### src/rtl/alu_issue_stage.sv
// Issue register between decode and the ALU: operand B select, result forwarding,
// and a 2-entry skid buffer so in_ready is registered.
module alu_issue_stage #(
   parameter int unsigned DATA_WIDTH     = 16,
   parameter int unsigned REG_ADDR_WIDTH = 3
) (
   input  logic                      clk,
   input  logic                      rst_n,
   input  logic                      flush,
   input  logic                      in_valid,
   output logic                      in_ready,
   input  logic [DATA_WIDTH-1:0]     in_rs_val,
   input  logic [DATA_WIDTH-1:0]     in_rt_val,
   input  logic [DATA_WIDTH-1:0]     in_imm,
   input  logic                      in_use_imm,
   input  logic [2:0]                in_alu_op,
   input  logic [REG_ADDR_WIDTH-1:0] in_rs_addr,
   input  logic [REG_ADDR_WIDTH-1:0] in_rt_addr,
   input  logic [REG_ADDR_WIDTH-1:0] in_rd_addr,
   input  logic                      in_rd_we,
   input  logic                      fwd_valid,
   input  logic [REG_ADDR_WIDTH-1:0] fwd_rd_addr,
   input  logic [DATA_WIDTH-1:0]     fwd_data,
   output logic                      out_valid,
   input  logic                      out_ready,
   output logic [DATA_WIDTH-1:0]     out_a,
   output logic [DATA_WIDTH-1:0]     out_b,
   output logic [2:0]                out_alu_op,
   output logic [REG_ADDR_WIDTH-1:0] out_rd_addr,
   output logic                      out_rd_we
);

   localparam int unsigned OP_WIDTH = 3;

   typedef struct packed {
      logic [DATA_WIDTH-1:0]     a;
      logic [DATA_WIDTH-1:0]     b;
      logic                      use_imm;
      logic [OP_WIDTH-1:0]       alu_op;
      logic [REG_ADDR_WIDTH-1:0] rs_addr;
      logic [REG_ADDR_WIDTH-1:0] rt_addr;
      logic [REG_ADDR_WIDTH-1:0] rd_addr;
      logic                      rd_we;
   } entry_t;

   typedef enum logic [1:0] {
      S_EMPTY = 2'd0,
      S_ONE   = 2'd1,
      S_FULL  = 2'd2
   } state_t;

   state_t state_q, state_n;
   entry_t main_q, main_n;
   entry_t skid_q, skid_n;
   entry_t cap_c;
   logic   in_ready_n;
   logic   out_valid_n;
   logic   accept_c;
   logic   issue_c;

   // Replace sources that match the executing result; register 0 and immediates are never replaced.
   function automatic entry_t snoop(input entry_t e, input logic fv,
                                    input logic [REG_ADDR_WIDTH-1:0] fa,
                                    input logic [DATA_WIDTH-1:0] fd);
      entry_t r;
      r = e;
      if (fv && (fa == e.rs_addr) && (e.rs_addr != '0)) r.a = fd;
      if (!e.use_imm && fv && (fa == e.rt_addr) && (e.rt_addr != '0)) r.b = fd;
      return r;
   endfunction

   assign accept_c = in_valid & in_ready;
   assign issue_c  = out_valid & out_ready;

   always_comb begin
      cap_c         = '0;
      cap_c.a       = in_rs_val;
      cap_c.b       = in_use_imm ? in_imm : in_rt_val;
      cap_c.use_imm = in_use_imm;
      cap_c.alu_op  = in_alu_op;
      cap_c.rs_addr = in_rs_addr;
      cap_c.rt_addr = in_rt_addr;
      cap_c.rd_addr = in_rd_addr;
      cap_c.rd_we   = in_rd_we;
      cap_c         = snoop(cap_c, fwd_valid, fwd_rd_addr, fwd_data);
   end

   always_ff @(posedge clk) begin
      if (!rst_n) begin
         state_q   <= S_EMPTY;
         main_q    <= '0;
         skid_q    <= '0;
         in_ready  <= 1'b1;
         out_valid <= 1'b0;
      end else begin
         state_q   <= state_n;
         main_q    <= main_n;
         skid_q    <= skid_n;
         in_ready  <= in_ready_n;
         out_valid <= out_valid_n;
      end
   end

   // Next state and entry contents; held entries snoop every cycle by default.
   always_comb begin
      state_n = state_q;
      main_n  = snoop(main_q, fwd_valid, fwd_rd_addr, fwd_data);
      skid_n  = snoop(skid_q, fwd_valid, fwd_rd_addr, fwd_data);
      if (flush) begin
         state_n = S_EMPTY;
      end else begin
         unique case (state_q)
            S_EMPTY: begin
               if (accept_c) begin
                  state_n = S_ONE;
                  main_n  = cap_c;
               end
            end
            S_ONE: begin
               if (accept_c && !issue_c) begin
                  state_n = S_FULL;
                  skid_n  = cap_c;
               end else if (issue_c && !accept_c) begin
                  state_n = S_EMPTY;
               end else if (accept_c && issue_c) begin
                  main_n = cap_c;
               end
            end
            S_FULL: begin
               if (issue_c) begin
                  state_n = S_ONE;
                  main_n  = skid_n;
               end
            end
            default: state_n = S_EMPTY;
         endcase
      end
      in_ready_n  = (state_n != S_FULL);
      out_valid_n = (state_n != S_EMPTY);
   end

   assign out_a       = main_q.a;
   assign out_b       = main_q.b;
   assign out_alu_op  = main_q.alu_op;
   assign out_rd_addr = main_q.rd_addr;
   assign out_rd_we   = main_q.rd_we;

endmodule

### config.mk
export PLATFORM = sky130hd
export DESIGN_NAME = alu_issue_stage
export DESIGN_NICKNAME = d
export VERILOG_FILES = /design/src/rtl/alu_issue_stage.sv
export SDC_FILE = /design/constraint.sdc
export NUM_CORES = 1
export LEC_CHECK = 0
export CAP_MARGIN = 10
export CORE_UTILIZATION = 25
export CTS_CLUSTER_SIZE = 28
export DETAILED_ROUTE_END_ITERATION = 12
export GPL_TIMING_DRIVEN = 0
export MAX_ROUTING_LAYER = met4
export PLACE_DENSITY = 0.48
export SLEW_MARGIN = 20
export SYNTH_ARGS = -nofsm -noshare
export SYNTH_HDL_FRONTEND = slang
export SYNTH_SLANG_ARGS = --single-unit
### constraint.sdc
create_clock -name clk -period 2 [get_ports clk]
set_clock_uncertainty 0.1 [all_clocks]
set_input_delay 0.4 -clock clk [delete_from_list [all_inputs] [get_ports clk]]
set_output_delay 0.4 -clock clk [all_outputs]
set_load 0.03 [all_outputs]
==> results of run 1 <==
==> flip-flops by register name, summed over array words and instances, names as in the netlist <==
signal and count:
out_rd_we 1, out_valid 1, out_alu_op 3, out_a 16, main_q 7, out_rd_addr 3
state_q 2, skid_q 46, in_ready 1, out_b 16
==> per-layer routing <==
layer	global-route usage (%)	routed length, µm
met5	-	0
met1	23.7	9050
met4	5.40	260
met3	2.10	910
met2	25.5	8680
==> layout make-up <==
cell class / count / area (µm²) / share of cell area [%]
multi-input combinational: 421 / 3620 / 43.3
tap: 280 / 350 / 4.19
clock buffer: 10 / 239 / 2.86
buffer: 84 / 683 / 8.17
clock inverter: 6 / 43.8 / 0.524
inverter: 8 / 30.0 / 0.359
timing repair buffer: 144 / 1460 / 17.5
sequential: 96 / 1930 / 23.1
==> cells by family after synthesis <==
logic type | Yosys count | share of synthesized area (%)
buf+inv | 94 | 10.7
flops | 96 | 34.3
mux | 112 | 20.4
simple gates | 137 | 11.5
compound gates | 160 | 21.2
xor+xnor | 12 | 1.87
==> worst reg2reg max path, stage by stage (launching register included) <==
cell	delay, ps
dfxtp_4	360
xor2_2	160
a2111oi_4	330
and2_1	180
buf_6	130
buf_12	110
buf_12	140
mux2i_4	260
a211oi_2	100
==> stage by stage <==
stage	std cells	worst slack (ps)	TNS, ps	total power, mW	instance area (µm²)
floorplan	611	-53.7	-955	2.68	5640
global placement	1014	-1220	-84830	3.15	7220
detailed placement	1014	-1230	-85010	3.15	7220
CTS	1047	-31.9	-164	4.91	7920
global route	1049	-73.6	-696	5.11	8360
finish	1049	-10.6	-24.1	4.89	8360
==> layout by cell type (no fill, tap or decap), drive strengths merged, types with 2 or more instances in the layout <==
| master | synthesis | final |
|---|---|---|
| a2111oi | 4 | 4 |
| a211oi | 30 | 30 |
| a21boi | 2 | 2 |
| a21oi | 34 | 34 |
| a22oi | 14 | 14 |
| and2b | 2 | 2 |
| and3 | 19 | 19 |
| buf | 59 | 81 |
| clkbuf | 26 | 33 |
| clkdlybuf4s50 | 0 | 96 |
| clkinv | 1 | 2 |
| clkinvlp | 0 | 4 |
| dfxtp | 96 | 96 |
| dlygate4sd2 | 0 | 9 |
| dlymetal6s2s | 0 | 18 |
| inv | 7 | 8 |
| mux2 | 17 | 17 |
| mux2i | 95 | 95 |
| nand2 | 66 | 66 |
| nand2b | 4 | 4 |
| nand3 | 3 | 3 |
| nor2 | 16 | 16 |
| nor3 | 19 | 19 |
| o211ai | 3 | 3 |
| o21ai | 17 | 17 |
| o21bai | 7 | 7 |
| o221ai | 31 | 31 |
| o22ai | 16 | 16 |
| xnor2 | 5 | 5 |
| xor2 | 7 | 7 |
==> report_power, final <==
group / internal [mW] / switching, mW / leakage (nW)
combinational: 0.549 / 0.590 / 2.24
sequential: 2.00 / 0.0551 / 0.784
clock: 0.881 / 0.822 / 0.127
total: 3.43 / 1.47 / 3.15
==> worst max-delay path by stage <==
stage | from | end | slack, ps | cells after the start
4_1_cts | skid_q[5] | out_b[4] | -30 | 8
2_1_floorplan | fwd_rd_addr[2] | out_b[10] | -50 | 8
3_5_place_dp | in_valid | skid_q[37] | -1230 | 6
3_3_place_gp | in_valid | skid_q[37] | -1220 | 6
5_1_grt | skid_q[6] | out_b[4] | -70 | 8
6_report | skid_q[6] | skid_q[24] | -10 | 8
==> timing repair <==
action / in CTS / in global routing
cloned: 1 / 0
buffers inserted: 18 / 2
resized for setup: 87 / 94
pin swaps: 8 / 10
endpoints found under the hold margin: 0 / 0
endpoints found under the setup margin: 95 / 91
==> results by group, run 1 <==
Status
  – Status: finished with violations
  – Failing checks: negative setup slack

Logic synthesis
  – Top cells by instance count after synthesis: dfxtp_1 (96), mux2i_1 (95), nand2_1 (66)
  – Synth warn: 0
  – Largest cells by area after synthesis: dfxtp_1 (34%), mux2i_1 (17%), buf_4 (5.2%), o221ai_1 (4.8%), nand2_1 (4.4%)
  – Post-synthesis register bit count: 96
  – Area leader, netlist: dfxtp_1
  – Main synth FF type: dfxtp_1
  – Count leader, synth: dfxtp_1
  – Instance count of the mapped netlist: 611
  – Yosys top cell area share: 34.3%
  – Synth cell types: 45
  – Syn nets: 698
  – Asr flop ratio synth: 0%
  – Cell Area, Synth: 5610 µm²
  – Mean Syn Cell Area: 9.17 µm²
  – Post-synth EDFFs: 0
  – Sequential area share after synthesis: 34.3%

Pwr
  – Leakage power: 3.15 nW
  – Power Dens Cells: 585 nW/µm²
  – Worst vdd ir: 0.306 mV

Clocking
  – Longest Clk Path Bufs: 2
  – CTS Buf Count: 9
  – CTS Sinks: 96
  – Post-CTS Hold Buffers: 0
  – # H-tree levels: 3
  – Worst-Skew Late Latency: 350 ps
  – Root buf cell: clkbuf_16
  – CTS tree: yes
  – Reg clk slew, reported paths: 70 ps

Worst setup path
  – CP max stage delay: 360 ps
  – WS Path Type: flop to flop
  – Worst reg2reg startpoint: skid_q[6]
  – Worst EP arrival: 2130 ps
  – R2R Setup Slk: -10 ps
  – Top delay family on crit path: compound AO/OA/AOI/OAI gates
  – CP startpoint kind: flop
  – Slowest CP cell: dfxtp_4
  – Critical Path RT: 2120 ps
  – Buf/Inv on CP: 3
  – Cell chain of the critical path: xor2_2, a2111oi_4, and2_1, buf_6, buf_12, buf_12, mux2i_4, a211oi_2
  – Terminus of the critical flop-to-flop path: skid_q[24]
  – CP max FO: 5
  – CP dominant cell by count: buf_12
  – CP endpoint kind: flop
  – Reg2Reg Depth: 8

Hold path
  – Hold EP: skid_q[9]
  – WHS Path Cells: 3
  – Hold crit path type: primary input to flop
  – Hold_sp: in_rs_addr[2]

Die
  – Chip width: 152 µm
  – Starting Density: 25.6%
  – Number of placement rows: 54
  – Die Y: 152 µm
  – IO Count: 128
  – Core footprint: 21900 µm²
  – Die ar.: 23000 µm²

STA
  – RSZ-0062 raised after global routing: true
  – Final count of negative-setup-slack endpoints: 4
  – Pins Over Slew Limit: 0
  – Fin crit period: 2010 ps
  – Period utilization: 101%
  – Final Hold Fails: 0
  – PnR worst setup slack: -10.6 ps
  – F_max: 497 MHz
  – Worst-Margin Slew: 612 ps
  – Slew HR: 59.2%
  – Worst hold margin: 297 ps

GRT
  – Initial antenna violation count: 0
  – GRT Total Usage: 17.0%
  – First-pass GRT wire length: 28.2 mm
  – Total grt overflow: 0
  – Largest net degree at the start of global routing: 17
  – Vias in the first global route: 4914

Job
  – Max Cap Viol: 0

Final layout
  – Area grow syn2layout: 49.1%
  – Share of cells above drive strength 1: 28.7%
  – Inserted Diodes: 0
  – Fillcell total: 2245
  – Nets: 851
  – Final core utilization: 38.2%

Routing
  – Total Wirelength: 18.9 mm
  – DR vias: 5150
  – TritonRoute pass-1 iters: 5
  – Vias per cell: 4.91
  – DR iter-0 viols: 311
  – Post-route ant nets: 0
  – DRC: 0
  – Routed WL per cell: 18.0 µm

Place
  – Final GP Congestion: 0.767
  – Hpwl dp: 13.5 mm
  – Port Buffers: 123
No activity file was read; power rests on OpenSTA's default activity.
==> run 2: changes to the inputs <==
- ABC_AREA: default -> 1
- PLACE_DENSITY: 0.48 -> 0.47
- SETUP_SLACK_MARGIN: default -> 0.02
- SLEW_MARGIN: 20 -> 10
==> results by group, run 2 <==
Worst setup path
  – Worst EP arrival: 1430 ps (-700 ps)
  – CP endpoint kind: output port
  – CP startpoint kind: flop
  – WS Path Type: flop to output port
  – Critical Path RT: 1500 ps (-620 ps)
  – CP max FO: 2 (-3)

Final layout
  – Nets: 1246 (+46%)
  – Top reg by flops: skid_q
  – Share of cells above drive strength 1: 15.7% (-13 points)
  – Inserted Diodes: 0 (unchanged)
  – Multi-input logic area: 3570 µm² (-1.4%)
  – Area grow syn2layout: 36.3%
  – Leading cell type in the layout, fill and taps excluded: nand2_1
  – Design area: 8870 µm² (+6.1%)
  – Register Area: 1920 µm² (-0.52%)
  – Final core utilization: 35.0% (-3.2 points)
  – Commonest non-fill, non-tap cells in the layout: nand2_1 (208), inv_1 (127), a21oi_1 (107)
  – Max reg flops: 46 (unchanged)
  – Fillcell total: 2797 (+25%)

Logic synthesis
  – Sequential area share after synthesis: 29.5% (-4.7 points)
  – Cell Area, Synth: 6500 µm² (+16%)
  – Synth warn: 0 (unchanged)
  – Asr flop ratio synth: 0% (unchanged)
  – Instance count of the mapped netlist: 1005 (+64%)
  – Area leader, netlist: dfxtp_1
  – Mean Syn Cell Area: 6.47 µm² (-29%)
  – Syn nets: 1092 (+56%)
  – Main synth FF type: dfxtp_1
  – Top cells by instance count after synthesis: nand2_1 (218), inv_1 (130), a21oi_1 (111)
  – Post-synthesis register bit count: 96 (unchanged)
  – Yosys top cell area share: 29.5% (-4.7 points)
  – Count leader, synth: nand2_1
  – Synth cell types: 27 (-40%)
  – Largest cells by area after synthesis: dfxtp_1 (30%), nand2_1 (13%), nand4_1 (9.2%), a21oi_1 (8.5%), nand3_1 (7.6%)
  – Post-synth EDFFs: 0 (unchanged)

STA
  – Setup_tns: 0 ps (+24.1 ps)
  – F_max: 517 MHz (+4.0%)
  – Final Hold Fails: 0 (unchanged)
  – Fin crit period: 1930 ps (-76.7 ps)
  – Period utilization: 96.7% (-3.8 points)
  – Slew HR: 55.5% (-3.7 points)
  – RSZ-0062 raised after global routing: true
  – Worst-Margin Slew: 667 ps (+55.4 ps)
  – Final count of negative-setup-slack endpoints: 0 (-4)
  – Pins Over Slew Limit: 0 (unchanged)

Place
  – Post-DP Area: 8170 µm² (+13%)
  – Final GP Congestion: 0.844 (+10%)
  – Port Buffers: 125 (+1.6%)
  – Hpwl dp: 17.8 mm (+31%)

Clocking
  – CTS Sinks: 96 (unchanged)
  – Worst-Skew Late Latency: 360 ps (about the same)
  – CTS Buf Count: 9 (unchanged)
  – # H-tree levels: 3 (unchanged)
  – Longest Clk Path Bufs: 2 (unchanged)
  – Post-CTS Hold Buffers: 0 (unchanged)
  – CTS tree: yes
  – Reg clk slew, reported paths: 70 ps (about the same)
  – Root buf cell: clkbuf_16

GRT
  – Total grt overflow: 0 (unchanged)
  – Vias in the first global route: 6882 (+40%)
  – GRT Total Usage: 18.8% (+1.7 points)
  – First-pass GRT wire length: 37.7 mm (+33%)
  – Largest net degree at the start of global routing: 14 (-3)
  – Initial antenna violation count: 0 (unchanged)

Pwr
  – Leakage power: 4.31 nW (+37%)
  – Power Dens Cells: 582 nW/µm² (-0.63%)
  – Switching share of total power: 32.6% (+2.7 points)
  – Worst vdd ir: 0.342 mV (+12%)
  – Comb pwr share: 28.4% (+5.1 points)
  – Seq pwr share: 40.0% (-1.9 points)
  – P_int: 3.47 mW (+1.4%)
  – Psw: 1.68 mW (+15%)
  – Clock Power Share: 31.6% (-3.2 points)

Routing
  – TritonRoute pass-1 iters: 7 (+2)
  – DR iter-0 viols: 457 (+47%)
  – Post-route ant nets: 0 (unchanged)
  – Routed WL per cell: 16.3 µm (-9.3%)
  – Vias per cell: 4.85 (-1.2%)
  – Total Wirelength: 24.4 mm (+29%)
  – DRC: 0 (unchanged)
  – DR vias: 7237 (+41%)

Die
  – Die ar.: 26700 µm² (+16%)
  – Chip width: 163 µm (+7.6%)
  – Core footprint: 25300 µm² (+16%)
  – IO Count: 128 (unchanged)
  – Die Y: 163 µm (+7.6%)
  – Number of placement rows: 58 (+7.4%)
  – Starting Density: 25.7% (+0.078 points)

Hold path
  – Hold crit path type: primary input to flop

Job
  – Max Cap Viol: 0 (unchanged)

Status
  – Status: finished, final reports clean
==> run 2: repair_timing <==
action / in CTS / in global routing
endpoints found under the setup margin: 102 / 113
pin swaps: 0 / 4
cloned: 0 / 2
setup buffers: 1 / 15
resized for setup: 56 / 95
==> run 2: logic make-up (layout without fill, tap and decap cells) <==
group | count (synthesis) | in the layout | share of synthesized area [%]
muxes | 16 | 16 | 2.46
and+or+nand+nor | 482 | 482 | 36.7
DFF | 96 | 96 | 29.5
buffers and inverters | 240 | 397 | 17.2
AOI/OAI and AO/OA | 171 | 171 | 14.1
==> run 2: cell type report <==
class	count	share of cell area [%]
Multi-Input combinational cell	669	40.2
Sequential cell	96	21.7
Timing Repair Buffer	143	16.4
Buffer	100	8.15
Inverter	140	6.01
Tap cell	330	4.66
Clock buffer	13	2.82
Clock inverter	1	0.0564
==> run 2: final timing paths <==
kind | from | cells after the start | to | slack [ps]
worst max-delay path | out_b[6] | 2 | out_b[6] | 70
worst min-delay path | in_rs_addr[1] | 3 | skid_q[8] | 280
worst max register to register | main_q[9] | 8 | out_a[8] | 170
worst min register to register | out_rd_addr[1] | 2 | out_rd_addr[1] | 350
==> run 2: critical path: stages, from the launching register on <==
cell             delay, ps
dfxtp_1                330
buf_4                  100
clkdlybuf4s50_1        650
==> run 2: metrics by stage <==
step	hold WS [ps]	cells	worst slack, ps	total power [mW]
after detailed placement	338	1460	-894	3.50
final	279	1492	66.2	5.16
after CTS	351	1475	10.2	5.16
after global placement	343	1460	-883	3.50
after floorplan	324	1005	208	2.95
after global routing	280	1492	-1.73	5.40
==> run 2: power by group through the flow <==
stage / Sequential (mW) / Combinational (mW) / Clock [mW]
global placement: 2.11 / 1.39 / 0
global route: 2.08 / 1.59 / 1.73
CTS: 2.06 / 1.41 / 1.68
finish: 2.06 / 1.46 / 1.63
detailed placement: 2.11 / 1.39 / 0
floorplan: 2.10 / 0.856 / 0
==> run 2: layer usage <==
metal / vias to the layer above / part of all wire [%] / global-route usage, % / wire, µm
met4: 0 / 1.7 / 4.63 / 425
met3: 26 / 6.2 / 3.61 / 1520
met2: 236 / 46 / 29.4 / 11200
met5: - / 0 / - / 0
li1: 3638 / - / - / -
met1: 3337 / 46 / 24.6 / 11300
==> run 3: changes to the inputs <==
- GPL_TIMING_DRIVEN: 0 -> default
==> results by group, run 3 (same netlist as run 2, synthesis figures left out) <==
Clocking
  – Longest Clk Path Bufs: 2 (unchanged)
  – CTS Buf Count: 9 (unchanged)
  – Post-CTS Hold Buffers: 0 (unchanged)
  – CTS tree: yes
  – # H-tree levels: 3 (unchanged)
  – CTS Sinks: 96 (unchanged)
  – Root buf cell: clkbuf_16
  – Worst-Skew Late Latency: 350 ps (about the same)
  – Reg clk slew, reported paths: 70 ps (about the same)

Routing
  – DRC: 0 (unchanged)
  – TritonRoute pass-1 iters: 5 (-2)
  – Post-route ant nets: 0 (unchanged)
  – Vias per cell: 4.92 (+1.5%)
  – Routed wl met3: 1.46 mm (-3.9%)
  – Met1 wire length: 11.6 mm (+2.9%)
  – Total Wirelength: 24.8 mm (+1.6%)
  – DR iter-0 viols: 627 (+37%)
  – Routed WL per cell: 17.0 µm (+4.1%)
  – DR top layer: met4
  – Met2 WL: 11.2 mm (+0.60%)
  – DR vias: 7168 (-0.95%)

Worst setup path
  – CP endpoint kind: output port
  – Top delay family on crit path: buffers and inverters
  – Critical Path RT: 1500 ps (about the same)
  – Worst reg2reg startpoint: skid_q[7]
  – R2R Setup Slk: 290 ps (+120 ps)
  – Slowest CP cell: clkdlybuf4s50_1
  – Terminus of the critical flop-to-flop path: out_a[2]
  – WS Path Type: flop to output port
  – Reg2Reg Depth: 10 (+2)
  – Cell chain of the critical path: clkdlybuf4s50_1
  – CP max FO: 2 (unchanged)
  – Worst EP arrival: 1440 ps (about the same)
  – CP max stage delay: 700 ps (+50 ps)
  – Buf/Inv on CP: 1 (-1)
  – CP startpoint kind: flop

Pwr
  – Switching share of total power: 32.2% (-0.47 points)
  – Comb pwr share: 27.7% (-0.7 points)
  – Leakage power: 3.82 nW (-12%)
  – Power Dens Cells: 609 nW/µm² (+4.7%)
  – Clock Power Share: 33.7% (+2.1 points)
  – Psw: 1.73 mW (+2.5%)
  – Worst vdd ir: 0.334 mV (-2.4%)
  – Seq pwr share: 38.5% (-1.5 points)
  – P_int: 3.64 mW (+4.7%)

GRT
  – Vias in the first global route: 6566 (-4.6%)
  – Initial antenna violation count: 0 (unchanged)
  – Total grt overflow: 0 (unchanged)
  – Largest net degree at the start of global routing: 34 (+20)
  – First-pass GRT wire length: 37.5 mm (-0.39%)
  – GRT Total Usage: 18.8% (+0.054 points)

STA
  – Slew HR: 70.4% (+15 points)
  – Final Hold Fails: 0 (unchanged)
  – Final count of negative-setup-slack endpoints: 0 (unchanged)
  – RSZ-0062 raised after global routing: false
  – F_max: 514 MHz (-0.55%)
  – Fin crit period: 1940 ps (+10.7 ps)
  – Pins Over Slew Limit: 0 (unchanged)
  – Period utilization: 97.2% (+0.53 points)
  – Worst-Margin Slew: 444 ps (-224 ps)

Final layout
  – Design area: 8800 µm² (-0.73%)
  – Non-filler cells, final: 1456 (-2.4%)
  – Leading cell type in the layout, fill and taps excluded: nand2_1
  – Area grow syn2layout: 35.3%
  – Top reg by flops: skid_q
  – Fillcell total: 2755 (-1.5%)
  – Commonest non-fill, non-tap cells in the layout: nand2_1 (203), inv_1 (128), clkdlybuf4s50_1 (120)
  – Max reg flops: 46 (unchanged)
  – Share of cells above drive strength 1: 13.8% (-2.0 points)
  – Inserted Diodes: 0 (unchanged)
  – Nets: 1208 (-3.0%)

Hold path
  – WHS Path Cells: 2 (-1)
  – Hold EP: out_alu_op[1]
  – Hold crit path type: flop to flop
  – Hold_sp: out_alu_op[1]

Place
  – Port Buffers: 127 (+1.6%)
  – Final GP Congestion: 0.811 (-3.9%)
  – Hpwl dp: 16.7 mm (-6.1%)
  – Post-DP Area: 8280 µm² (+1.4%)
  – Cells after DPL: 1433 (-1.8%)

Die
  – Core footprint: 25300 µm² (unchanged)
  – Starting Density: 25.7% (unchanged)
  – IO Count: 128 (unchanged)
  – Die ar.: 26700 µm² (unchanged)
  – Number of placement rows: 58 (unchanged)
  – Chip width: 163 µm (unchanged)
  – Die Y: 163 µm (unchanged)

Job
  – Max Cap Viol: 0 (unchanged)

Status
  – Status: finished, final reports clean
[run 3: cell types whose count changed in the layout (fill, tap and decap cells not counted), moves of 8 or more]
cell             change
dlygate4sd2_1       -10
buf_2               -11
clkbuf_2            -10
clkbuf_1            -12
clkdlybuf4s50_1     +34
clkbuf_4             -9
buf_12              +14
buf_6                -8
buf_4                -8
dlymetal6s2s_1      -21
[run 3: layer usage]
metal | vias to the layer above | global-route usage [%]
li1 | 3588 | -
met1 | 3320 | 25.0
met2 | 231 | 29.4
met3 | 29 | 2.84
met4 | 0 | 5.01
met5 | - | -
[run 3: cell type report]
| cell class | count | area (µm²) | share of cell area, % |
|---|---|---|---|
| Timing Repair Buffer | 201 | 2030 | 23.1 |
| Clock inverter | 1 | 7.51 | 0.0853 |
| Sequential cell | 96 | 1920 | 21.8 |
| Inverter | 140 | 528 | 6.00 |
| Multi-Input combinational cell | 673 | 3600 | 40.9 |
| Clock buffer | 15 | 298 | 3.38 |
| Tap cell | 330 | 413 | 4.69 |
[run 3: worst max-delay path by stage]
stage | depth (start not counted) | end | startpoint | slack [ps]
2_1_floorplan | 9 | out_b[10] | in_ready | 210
3_3_place_gp | 11 | out_b[0] | fwd_rd_addr[2] | -380
3_5_place_dp | 11 | out_b[3] | fwd_rd_addr[2] | -380
4_1_cts | 11 | out_b[3] | fwd_rd_addr[0] | 20
5_1_grt | 1 | out_a[14] | out_a[14] | 20
6_report | 1 | out_b[3] | out_b[3] | 60
[run 3: what timing repair did]
action | in CTS | in global routing
resized for setup | 2 | 38
buffers inserted | 0 | 3
hold endpoints to repair | 0 | 0
gates cloned | 1 | 3
pin swaps | 0 | 6
setup endpoints to repair | 10 | 51
[run 3: stage by stage]
stage | setup TNS (ps) | util (%) | hold slack [ps] | power (mW) | setup WS, ps
5_1_grt | 0 | 34.8 | 372 | 5.64 | 20.8
4_1_cts | 0 | 33.9 | 353 | 5.38 | 19.1
3_3_place_gp | -21130 | 32.7 | 337 | 3.53 | -380
6_report | 0 | 34.8 | 348 | 5.36 | 55.5
2_1_floorplan | 0 | - | 324 | 2.95 | 208
3_5_place_dp | -22370 | 32.7 | 333 | 3.53 | -380
[run 3: power by group through the flow]
stage | clock (mW) | sequential, mW | combinational [mW]
after floorplan | 0 | 2.10 | 0.856
after global routing | 1.95 | 2.08 | 1.61
after detailed placement | 0 | 2.11 | 1.42
after global placement | 0 | 2.11 | 1.42
final | 1.81 | 2.07 | 1.49
after CTS | 1.88 | 2.07 | 1.43
